===== src/rtl/pcie_ltssm_pkg.sv =====
// Shared LTSSM definitions: interval timer codes, PIPE PowerDown encodings,
// RxStatus codes and the Detect substate enum used by the Detect controller.
package pcie_ltssm_pkg;

    // Interval timer codes understood by the LTSSM interval timer
    localparam logic [2:0] T0MS  = 3'b000;
    localparam logic [2:0] T12MS = 3'b001;
    localparam logic [2:0] T24MS = 3'b010;
    localparam logic [2:0] T48MS = 3'b011;
    localparam logic [2:0] T2MS  = 3'b100;
    localparam logic [2:0] T8MS  = 3'b101;

    // PIPE PowerDown encodings
    localparam logic [1:0] PD_P0  = 2'b00;
    localparam logic [1:0] PD_P0S = 2'b01;
    localparam logic [1:0] PD_P1  = 2'b10;
    localparam logic [1:0] PD_P2  = 2'b11;

    // PIPE RxStatus codes relevant to receiver detection
    localparam logic [2:0] RXSTAT_OK         = 3'b000;
    localparam logic [2:0] RXSTAT_RX_PRESENT = 3'b011;

    typedef enum logic [3:0] {
        DET_IDLE    = 4'd0,
        DET_Q_START = 4'd1,
        DET_QUIET   = 4'd2,
        DET_A_START = 4'd3,
        DET_ACTIVE  = 4'd4,
        DET_EVAL    = 4'd5,
        DET_R_START = 4'd6,
        DET_RWAIT   = 4'd7,
        DET_DONE    = 4'd8,
        DET_HOLD    = 4'd9
    } detect_state_t;

    // Interval code the timer should see while the controller sits in a state.
    // The code is held through the whole interval, not only on the start pulse.
    function automatic logic [2:0] interval_for(detect_state_t s);
        case (s)
            DET_Q_START, DET_QUIET, DET_R_START, DET_RWAIT: return T12MS;
            DET_A_START, DET_ACTIVE:                        return T2MS;
            default:                                        return T0MS;
        endcase
    endfunction

endpackage


===== src/rtl/rx_detect_lane_capture.sv =====
// Per-lane receiver-detect capture: remembers whether the lane has returned
// PhyStatus during Detect.Active and whether its RxStatus reported a receiver.
// Only the first PhyStatus after a clear is taken; repeats are ignored.
module rx_detect_lane_capture
    import pcie_ltssm_pkg::*;
(
    input  logic       Pclk,
    input  logic       Reset,
    input  logic       clear,
    input  logic       capture,
    input  logic       phy_status,
    input  logic [2:0] rx_status,
    output logic       seen,
    output logic       result
);

    // Seen/result flop pair, cleared at the start of every active attempt
    always_ff @(posedge Pclk) begin
        if (!Reset) begin
            seen   <= 1'b0;
            result <= 1'b0;
        end else if (clear) begin
            seen   <= 1'b0;
            result <= 1'b0;
        end else if (capture && phy_status && !seen) begin
            seen   <= 1'b1;
            result <= (rx_status == RXSTAT_RX_PRESENT);
        end
    end

endmodule


===== src/rtl/detect_substate_ctrl.sv =====
// LTSSM Detect controller (Detect.Quiet / Detect.Active).
// Sequences the interval timer, requests PIPE receiver detection on all lanes,
// retries once on a partial result and reports the detected-lane mask.
// Optional build macro DETECT_ATTEMPT_CNT_EN adds the DetectAttempts counter.
//
// state     | meaning
// ----------+-------------------------------------------------------------
// IDLE      | not in Detect, timer held cleared
// Q_START   | start 12ms quiet interval
// QUIET     | Detect.Quiet, wait timeout or electrical-idle exit
// A_START   | start 2ms guard, clear per-lane capture
// ACTIVE    | TxDetectRx asserted, collect PhyStatus/RxStatus per lane
// EVAL      | decide: done, retry after 12ms, or back to quiet
// R_START   | start 12ms retry wait
// RWAIT     | wait before the second active attempt
// DONE      | one-cycle DetectDone, latch lane mask
// HOLD      | keep mask until Enable drops
module detect_substate_ctrl
    import pcie_ltssm_pkg::*;
#(
    parameter int         LANES   = 4,
    parameter logic [1:0] P1_CODE = 2'b10
) (
    input  logic               Pclk,
    input  logic               Reset,
    input  logic               Enable,
    input  logic               TimeOut,
    input  logic [LANES-1:0]   PhyStatus,
    input  logic [3*LANES-1:0] RxStatus,
    input  logic [LANES-1:0]   RxElecIdle,
    output logic               TimerStart,
    output logic               TimerEnable,
    output logic [2:0]         TimerIntervalCode,
    output logic               TxDetectRx,
    output logic [LANES-1:0]   TxElecIdle,
    output logic [1:0]         PowerDown,
    output logic               DetectDone,
    output logic [LANES-1:0]   DetectedLanes
`ifdef DETECT_ATTEMPT_CNT_EN
    ,
    output logic [7:0]         DetectAttempts
`endif
);

    detect_state_t    state;
    detect_state_t    state_next;
    logic             att2;
    logic             att2_next;
    logic [LANES-1:0] first;
    logic [LANES-1:0] first_next;
    logic [LANES-1:0] seen;
    logic [LANES-1:0] result;
    logic             lane_clear;
    logic             lane_capture;
    logic             all_seen;
    logic             timeout_ok;

    // The timer forces TimeOut low while it is being restarted; gate anyway
    // so a stale TimeOut can never end a freshly started interval.
    assign timeout_ok = TimeOut && !TimerStart;

    // A lane pulsing PhyStatus this cycle counts as seen, so the exit to EVAL
    // and the final capture land on the same edge.
    assign all_seen = &(seen | PhyStatus);

    for (genvar i = 0; i < LANES; i++) begin : g_lane
        rx_detect_lane_capture u_capture (
            .Pclk       (Pclk),
            .Reset      (Reset),
            .clear      (lane_clear),
            .capture    (lane_capture),
            .phy_status (PhyStatus[i]),
            .rx_status  (RxStatus[3*i +: 3]),
            .seen       (seen[i]),
            .result     (result[i])
        );
    end

    // Next-state, retry bookkeeping and lane-capture control
    always_comb begin
        state_next   = state;
        att2_next    = att2;
        first_next   = first;
        lane_clear   = 1'b0;
        lane_capture = 1'b0;
        if (state != DET_IDLE && !Enable) begin
            state_next = DET_IDLE;
            att2_next  = 1'b0;
        end else begin
            case (state)
                DET_IDLE: begin
                    att2_next = 1'b0;
                    if (Enable) state_next = DET_Q_START;
                end
                DET_Q_START: state_next = DET_QUIET;
                DET_QUIET: begin
                    if (timeout_ok || !(&RxElecIdle)) state_next = DET_A_START;
                end
                DET_A_START: begin
                    lane_clear = 1'b1;
                    state_next = DET_ACTIVE;
                end
                DET_ACTIVE: begin
                    lane_capture = 1'b1;
                    if (all_seen || timeout_ok) state_next = DET_EVAL;
                end
                DET_EVAL: begin
                    if (result == '0) begin
                        state_next = DET_Q_START;
                        att2_next  = 1'b0;
                    end else if (&result) begin
                        state_next = DET_DONE;
                    end else if (!att2) begin
                        first_next = result;
                        att2_next  = 1'b1;
                        state_next = DET_R_START;
                    end else if (result == first) begin
                        state_next = DET_DONE;
                    end else begin
                        state_next = DET_Q_START;
                        att2_next  = 1'b0;
                    end
                end
                DET_R_START: state_next = DET_RWAIT;
                DET_RWAIT: begin
                    if (timeout_ok) state_next = DET_A_START;
                end
                DET_DONE: state_next = DET_HOLD;
                DET_HOLD: state_next = DET_HOLD;
                default:  state_next = DET_IDLE;
            endcase
        end
    end

    // State register plus registered outputs decoded from the next state
    always_ff @(posedge Pclk) begin
        if (!Reset) begin
            state             <= DET_IDLE;
            att2              <= 1'b0;
            first             <= '0;
            TimerStart        <= 1'b1;
            TimerEnable       <= 1'b0;
            TimerIntervalCode <= T0MS;
            TxDetectRx        <= 1'b0;
            TxElecIdle        <= '1;
            PowerDown         <= P1_CODE;
            DetectDone        <= 1'b0;
            DetectedLanes     <= '0;
        end else begin
            state             <= state_next;
            att2              <= att2_next;
            first             <= first_next;
            TimerStart        <= !(state_next inside {DET_QUIET, DET_ACTIVE, DET_RWAIT});
            TimerEnable       <= (state_next inside {DET_QUIET, DET_ACTIVE, DET_RWAIT});
            TimerIntervalCode <= interval_for(state_next);
            TxDetectRx        <= (state_next == DET_ACTIVE);
            TxElecIdle        <= '1;
            PowerDown         <= P1_CODE;
            DetectDone        <= (state_next == DET_DONE);
            if (state_next == DET_DONE) begin
                DetectedLanes <= result;
            end else if (state_next == DET_IDLE) begin
                DetectedLanes <= '0;
            end
        end
    end

`ifdef DETECT_ATTEMPT_CNT_EN
    // Saturating count of active attempts since leaving IDLE
    always_ff @(posedge Pclk) begin
        if (!Reset) begin
            DetectAttempts <= 8'd0;
        end else if (state_next == DET_IDLE) begin
            DetectAttempts <= 8'd0;
        end else if (state_next == DET_A_START && DetectAttempts != 8'hFF) begin
            DetectAttempts <= DetectAttempts + 8'd1;
        end
    end
`endif

endmodule

===== config.mk =====
export PLATFORM = sky130hd
export DESIGN_NAME = detect_substate_ctrl
export DESIGN_NICKNAME = d
export VERILOG_FILES = /design/src/rtl/pcie_ltssm_pkg.sv /design/src/rtl/rx_detect_lane_capture.sv /design/src/rtl/detect_substate_ctrl.sv
export SDC_FILE = /design/constraint.sdc
export NUM_CORES = 1
export LEC_CHECK = 0
export CAP_MARGIN = 25
export CORE_UTILIZATION = 43
export CTS_CLUSTER_DIAMETER = 100
export DETAILED_ROUTE_END_ITERATION = 8
export PLACE_DENSITY = 0.76
export SLEW_MARGIN = 25
export SYNTH_ARGS = -nofsm -noshare
export SYNTH_HDL_FRONTEND = slang
export SYNTH_SLANG_ARGS = --single-unit

===== constraint.sdc =====
create_clock -name Pclk -period 2.1 [get_ports Pclk]
set_input_delay 0.21 -clock Pclk [delete_from_list [all_inputs] [get_ports Pclk]]
set_output_delay 0.21 -clock Pclk [all_outputs]
set_load 0.02 [all_outputs]

* Word-level counts from Yosys, hierarchy flattened
Index checks and enable logic that the tools add are counted.
** Storage, ports and cells
- Flip-flop bits (word level) :: 28
- Latch bits :: 0
- Bits in writable memories :: 0
- Memory bits (read-only) :: 0
- Input bits :: 24
- Output and inout port bits :: 17
- Word-level logic and storage cells :: 104
- Memories kept :: 0
** Operators by class
- Add/subtract/negate cells :: 0
- Multipliers :: 0
- Div/mod/pow operators :: 0
- Order comparisons :: 0
- Equality and inequality tests :: 22
- Shift-type cells :: 0
- Multiplexer cells :: 22
- Bitwise logic cells :: 6
- Reductions and logical operators :: 37
** Operators by type and width (count)
- 4-bit two-way mux :: 11
- 4-bit one-hot mux with 9 select lines :: 1
- 4-bit by 3-bit == test with 1-bit output (second input constant) :: 7
- 4-bit by 2-bit == test with 1-bit output (second input constant) :: 4
- 3-bit by 2-bit == test with 1-bit output (second input constant) :: 4
- 4-bit == test (second input constant) :: 3
- 4-bit logical NOT :: 3
- 4-bit AND reduction :: 3
- 1-bit logical AND :: 10
- 4-bit by 1-bit == test with 1-bit output (second input constant) :: 2
- 1-bit logical NOT :: 8
- 1-bit two-way mux :: 8
- 2-bit OR reduction :: 4
- 3-bit one-hot mux with 2 select lines :: 1
- 1-bit inverter :: 5
- 5-bit AND reduction :: 1
- 4-bit == test :: 1
- 4-bit bitwise OR :: 1
- 2-bit nonzero test :: 2
- 4-bit nonzero test :: 1
- 4-bit OR reduction :: 1
- 3-bit != test (second input constant) :: 1
- 3-bit nonzero test :: 1
- 1-bit logical OR :: 2
- 2 further kinds :: 2

* Longest topological paths before layout
- Depth in word-level cells :: 10
- Depth in mapped cells :: 7
- Depth with buffers taken out :: 5

* Cells and area by module
From an unflattened synthesis, not the netlist that was laid out.
** Unflattened totals
- Cells, all modules :: 192
- Area, all modules :: 1582.8 um^2
** By module, submodules not included
- detect_substate_ctrl :: instances 1, cells an instance 152, area each 1262.5 um^2, seq. area each 380.4 um^2
- rx_detect_lane_capture :: instances 4, cells an instance 10, area each 80.1 um^2, seq. area each 40.0 um^2

* Worst setup path before layout
No wires, ideal clock.
- Kind :: register to register
- Start point :: register state[0]
- End point :: register DetectedLanes[0]
- Setup time :: 0.075 ns
- Data arrival time :: 1.929 ns
- Data required time :: 2.025 ns
- Setup slack :: 0.095 ns
- Cell stages (with the launch flop) :: 7
- Buffers on the path :: 1
- Period minus slack after synthesis :: 2.005 ns
- Cells stage by stage :: dfxtp_1 -> buf_4 -> nor4bb_4 -> a221o_1 -> a211o_4 -> or4b_4 -> o22ai_1
** Between the ends
- Longest elaborated chain between the ends :: 6
- Elaborated cells between the ends (all ways) :: 23
- Those cells by class :: 10 x eq/ne; 7 x mux; 6 x reduce/logical
** RTL lines
- from (decl) :: line detect_substate_ctrl.sv:45 : detect_state_t state;
- from (signal assigned) :: line detect_substate_ctrl.sv:150 : state <= state_next;
- 4-bit == test :: line detect_substate_ctrl.sv:90 : case (state)
- 2-bit OR reduction (no line)
- 4-bit one-hot mux with 9 select lines :: line detect_substate_ctrl.sv:90
- 4-bit two-way mux * :: line detect_substate_ctrl.sv:86 : if (state != DET_IDLE && !Enable) begin
- 4-bit == test / 4-bit logical NOT (equally long branches) :: line detect_substate_ctrl.sv:160, detect_substate_ctrl.sv:162
- 4-bit two-way mux / 2-bit nonzero test (equally long branches)
- to (signal assigned) :: line detect_substate_ctrl.sv:161 : DetectedLanes <= result;
- to (decl) :: line detect_substate_ctrl.sv:38 : output logic [LANES-1:0] DetectedLanes
Mark *: on every way between the ends. The rest lies on a longest branch, timed or not.
A chain may end at the register's enable or synchronous reset.

* Final worst setup path
- Start point :: register g_lane[1].u_capture.result
- End point :: register TimerIntervalCode[0]
** Between the ends
- Longest elaborated chain between the ends :: 10
- Elaborated cells between the ends (all ways) :: 18
- Those cells by class :: 7 x eq/ne; 7 x mux; 4 x reduce/logical
** RTL lines
- from (decl) :: line rx_detect_lane_capture.sv:14 : output logic result
- from (signal assigned) :: line rx_detect_lane_capture.sv:27 : result <= (rx_status == RXSTAT_RX_PRESENT);
- 4-bit == test :: line detect_substate_ctrl.sv:117 : end else if (result == first) begin
- 4-bit two-way mux :: line detect_substate_ctrl.sv:117
- 4-bit two-way mux :: line detect_substate_ctrl.sv:113 : end else if (!att2) begin
- 4-bit two-way mux :: line detect_substate_ctrl.sv:111 : end else if (&result) begin
- 4-bit two-way mux * :: line detect_substate_ctrl.sv:108 : if (result == '0) begin
- 4-bit one-hot mux with 9 select lines * :: line detect_substate_ctrl.sv:90
- 4-bit two-way mux * :: line detect_substate_ctrl.sv:86
- 4-bit by 2-bit == test with 1-bit output, or another cell as far along :: line pcie_ltssm_pkg.sv:39 : case (s)
- 4-bit OR reduction / 2-bit OR reduction (equally long branches) :: line pcie_ltssm_pkg.sv:39
- 3-bit one-hot mux with 2 select lines * :: line pcie_ltssm_pkg.sv:39
- to (signal assigned) :: line detect_substate_ctrl.sv:155 : TimerIntervalCode <= interval_for(state_next);
- to (decl) :: line detect_substate_ctrl.sv:33 : output logic [2:0] TimerIntervalCode,
Marks and branches as above.

==> flow_metrics.tcl <==
set metrics [dict create \
    worst_slew_pin_slew_ns 0.562 \
    timing.final.crit_share_pct 98.1 \
    critPathCaptureType "flop" \
    gp_routability_congestion 0.869 \
    tritoncts_num_sinks 27 \
    postSynth.topFlopCell "sky130_fd_sc_hd__dfxtp_1" \
    tritoncts "done" \
    min-delay-start "RxStatus[9]" \
    coreArea_um2 3340 \
    status "complete, but fails checks" \
    syn_avg_cell_area_um2 8.66 \
    register_area_um2 556 \
    worst_ir_drop_vdd_mv 0.345 \
    synth_seq_area_share_pct 36.3 \
    dr_total_vias 1415 \
    setup-tns-final_ns 0 \
    fin_nets 246 \
    place_worst_setup_slack_ns -0.0349 \
    setup_repair_after_global_routing_missed_its_margin "yes" \
    post_dp_cell_area_um2 1960 \
    route.detailed.wl_per_inst_um 13.1 \
    final.setup_skew_ns 0.0197 \
    htree_levels 1 \
    synth-edff-count 0 \
    rows 21 \
    grt_start_max_net_pins 18 \
    fp.dieH_um 60.8 \
    ioPinCount 41 \
    wl_mm 3.49 \
    die_area_um2 3700 \
    cts-buffers-inserted 3 \
    synth.cell_area_um2 1490 \
    via_per_inst 5.30 \
    power_report.internal_total_w 0.000794 \
    hold_class "in -> reg" \
    start_util_pct 44.6 \
    first_global_vias 1263 \
    clk-insertion-delay-late_ns 0.35 \
    clk_root_buffer_cell "sky130_fd_sc_hd__clkbuf_4" \
    die-width_um 60.8 \
    cts_max_path_buffers 2 \
    global_route.overflow_total 0 \
    num_antenna_cells 0 \
    yosys.cell_count.top_type "sky130_fd_sc_hd__dfxtp_1" \
    async_flop_share_pct 0 \
    hold_buffers 0 \
    initial_antenna_violation_count 0 \
    max_freq_ghz 0.485 \
    grt_first_pass_wirelength_mm 5.49 \
    setup_violations 0 \
    power_leakage_nw 0.806 \
    final-max-slew-violation-count 0 \
    timing.reg2reg.worst_path_depth 7 \
    cp-start-kind "flop" \
    power.switching_fraction_pct 30.8 \
    detailedRoute.firstIterationViolations 47 \
    drtPass1Iterations 6 \
    critPathRequiredTime_ns 2.36 \
    part_of_the_power_in_the_clock_network_pct 21.7 \
    synth_largest_type_area_fraction_pct 36.3 \
    power.density_nw_per_um2 566 \
    critical_path_class "reg -> reg" \
    final.min_clock_period_ns 2.06 \
    report.final.hold_viol_count 0 \
    port_buffers 33 \
    power.combinational.fraction_pct 30.5 \
    multi_input_area_um2 848 \
    maxCapViolations 0 \
    launch_point_of_the_worst_reg_to_reg_path "g_lane[1].u_capture.result$_SDFFE_PP0P_" \
    critical_path.startpoint "g_lane[1].u_capture.result$_SDFFE_PP0P_" \
    dp_hpwl_mm 2.65 \
    critical_path_maximum_fanout 8 \
    postRouteAntennaNets 0 \
    synthesis.instances 172 \
    final.fill_count 305 \
    crit_arrival_ns 2.32 \
    yosys-top-cells-area "sky130_fd_sc_hd__dfxtp_1 (36%), sky130_fd_sc_hd__mux2i_1 (5.4%), sky130_fd_sc_hd__nand2_1 (4.3%), sky130_fd_sc_hd__buf_4 (4.0%), sky130_fd_sc_hd__nor2_1 (3.8%)" \
    warnings_synthesis 0 \
    clkSlewWorstSetupHoldPaths_ns 0.17 \
    switchingPower_w 0.000353 \
    postSynthRegisterBits 27 \
    fin_worst_hold_slack_ns 0.471 \
    gr-usage-all-layers_pct 20.0 \
    final_layout_size_suffix_gt1_share_pct 20.8 \
    synth_common_cells "sky130_fd_sc_hd__dfxtp_1 (27), sky130_fd_sc_hd__nand2_1 (17), sky130_fd_sc_hd__nor2_1 (15)" \
    timing.final.ws_setup_ns 0.0393 \
    synth_top_area_cell "sky130_fd_sc_hd__dfxtp_1" \
    synth.distinct_cells 49 \
    design_area_um2 2030 \
    power.sequential.fraction_pct 47.8 \
    drc 2 \
    violations "DRC" \
    syn2layout_area_growth_pct 36.1 \
    worst_slew_margin_relative_to_its_limit_pct 62.2 \
    holdPathStages 4 \
]
-- stage by stage --
step | instances | power (W) | util, %
finish | 267 | 0.00115 | 60.7
global route | 267 | 0.00120 | 60.7
CTS | 266 | 0.00115 | 59.7
detailed placement | 262 | 0.000900 | 58.7
global placement | 262 | 0.000894 | 58.7
floorplan | 177 | 0.000747 | -
-- power by group through the flow --
stage	clock, W	sequential, W	combinational, W
floorplan	0	0.000572	0.000175
global placement	0	0.000560	0.000334
detailed placement	0	0.000561	0.000339
CTS	0.000256	0.000551	0.000341
global route	0.000273	0.000551	0.000377
finish	0.000249	0.000549	0.000350
-- path summary, 6_finish.rpt --
path	end	slack [ns]
setup reg to reg	TimerIntervalCode[0]$_SDFF_PN0_	0.04
hold reg to reg	g_lane[0].u_capture.seen$_SDFFE_PP0P_	0.48
hold / removal	g_lane[3].u_capture.result$_SDFFE_PP0P_	0.47
setup / recovery	TimerIntervalCode[0]$_SDFF_PN0_	0.04
-- sequential cells by signal, summed over array words and instances, names as in the netlist --
name,cells
TxDetectRx,1
g_lane.u_capture.result,4
att2,1
first,4
DetectDone,1
TimerEnable,1
DetectedLanes,4
state,4
g_lane.u_capture.seen,4
TimerIntervalCode,2
TimerStart,1
-- cells by family after synthesis --
| group | synth area share [%] |
|---|---|
| AOI/OAI and AO/OA | 17.0 |
| xor gates and xnor gates | 2.35 |
| buffers and inverters | 8.82 |
| DFF | 36.3 |
| muxes | 6.13 |
| other | 0.504 |
| and+or+nand+nor | 28.9 |
-- cell type report --
| class | instances | share of cell area (%) |
|---|---|---|
| clock buffer | 3 | 1.11 |
| clock inverter | 1 | 0.432 |
| inverter | 6 | 1.11 |
| multi-input combinational | 127 | 41.9 |
| sequential | 27 | 27.4 |
| tap | 46 | 2.84 |
| timing repair buffer | 57 | 25.2 |
-- per-layer routing --
metal,vias up,track usage [%],share of wire (%)
li1,698,-,-
met5,-,0,0
met4,0,7.79,2.4
met1,664,25.3,46
met2,44,34.1,47
met3,9,3.20,4.2
-- cell usage in the layout, fill, tap and decap left out, drive strengths merged, types with 3 or more instances in the layout --
cell and n:
nand4 3, nand2 17, and2 4, nor4 6, conb 7, clkdlybuf4s50 33
clkbuf 3, mux2i 8, dfxtp 27, a21oi 8, buf 24, o22ai 6
nor2 15, nor2b 8, nand3 5, inv 7, xnor2 4
-- what timing repair did --
action / 4_1_cts / 5_1_grt
hold endpoints to repair: 0 / 0
setup buffers: 0 / 1
pin swaps: 0 / 1
setup endpoints to repair: 1 / 8
resized for setup: 2 / 10
-- worst max-delay path, cell delays in order, from the launching register on --
cell and delay, ns:
sky130_fd_sc_hd__dfxtp_2 0.39, sky130_fd_sc_hd__buf_4 0.15, sky130_fd_sc_hd__a41oi_2 0.29, sky130_fd_sc_hd__a21oi_1 0.12
sky130_fd_sc_hd__nor4_2 0.43, sky130_fd_sc_hd__buf_4 0.25, sky130_fd_sc_hd__nor3_1 0.06, sky130_fd_sc_hd__mux2_1 0.29
Note: power is estimated with default switching activity, not from simulation.
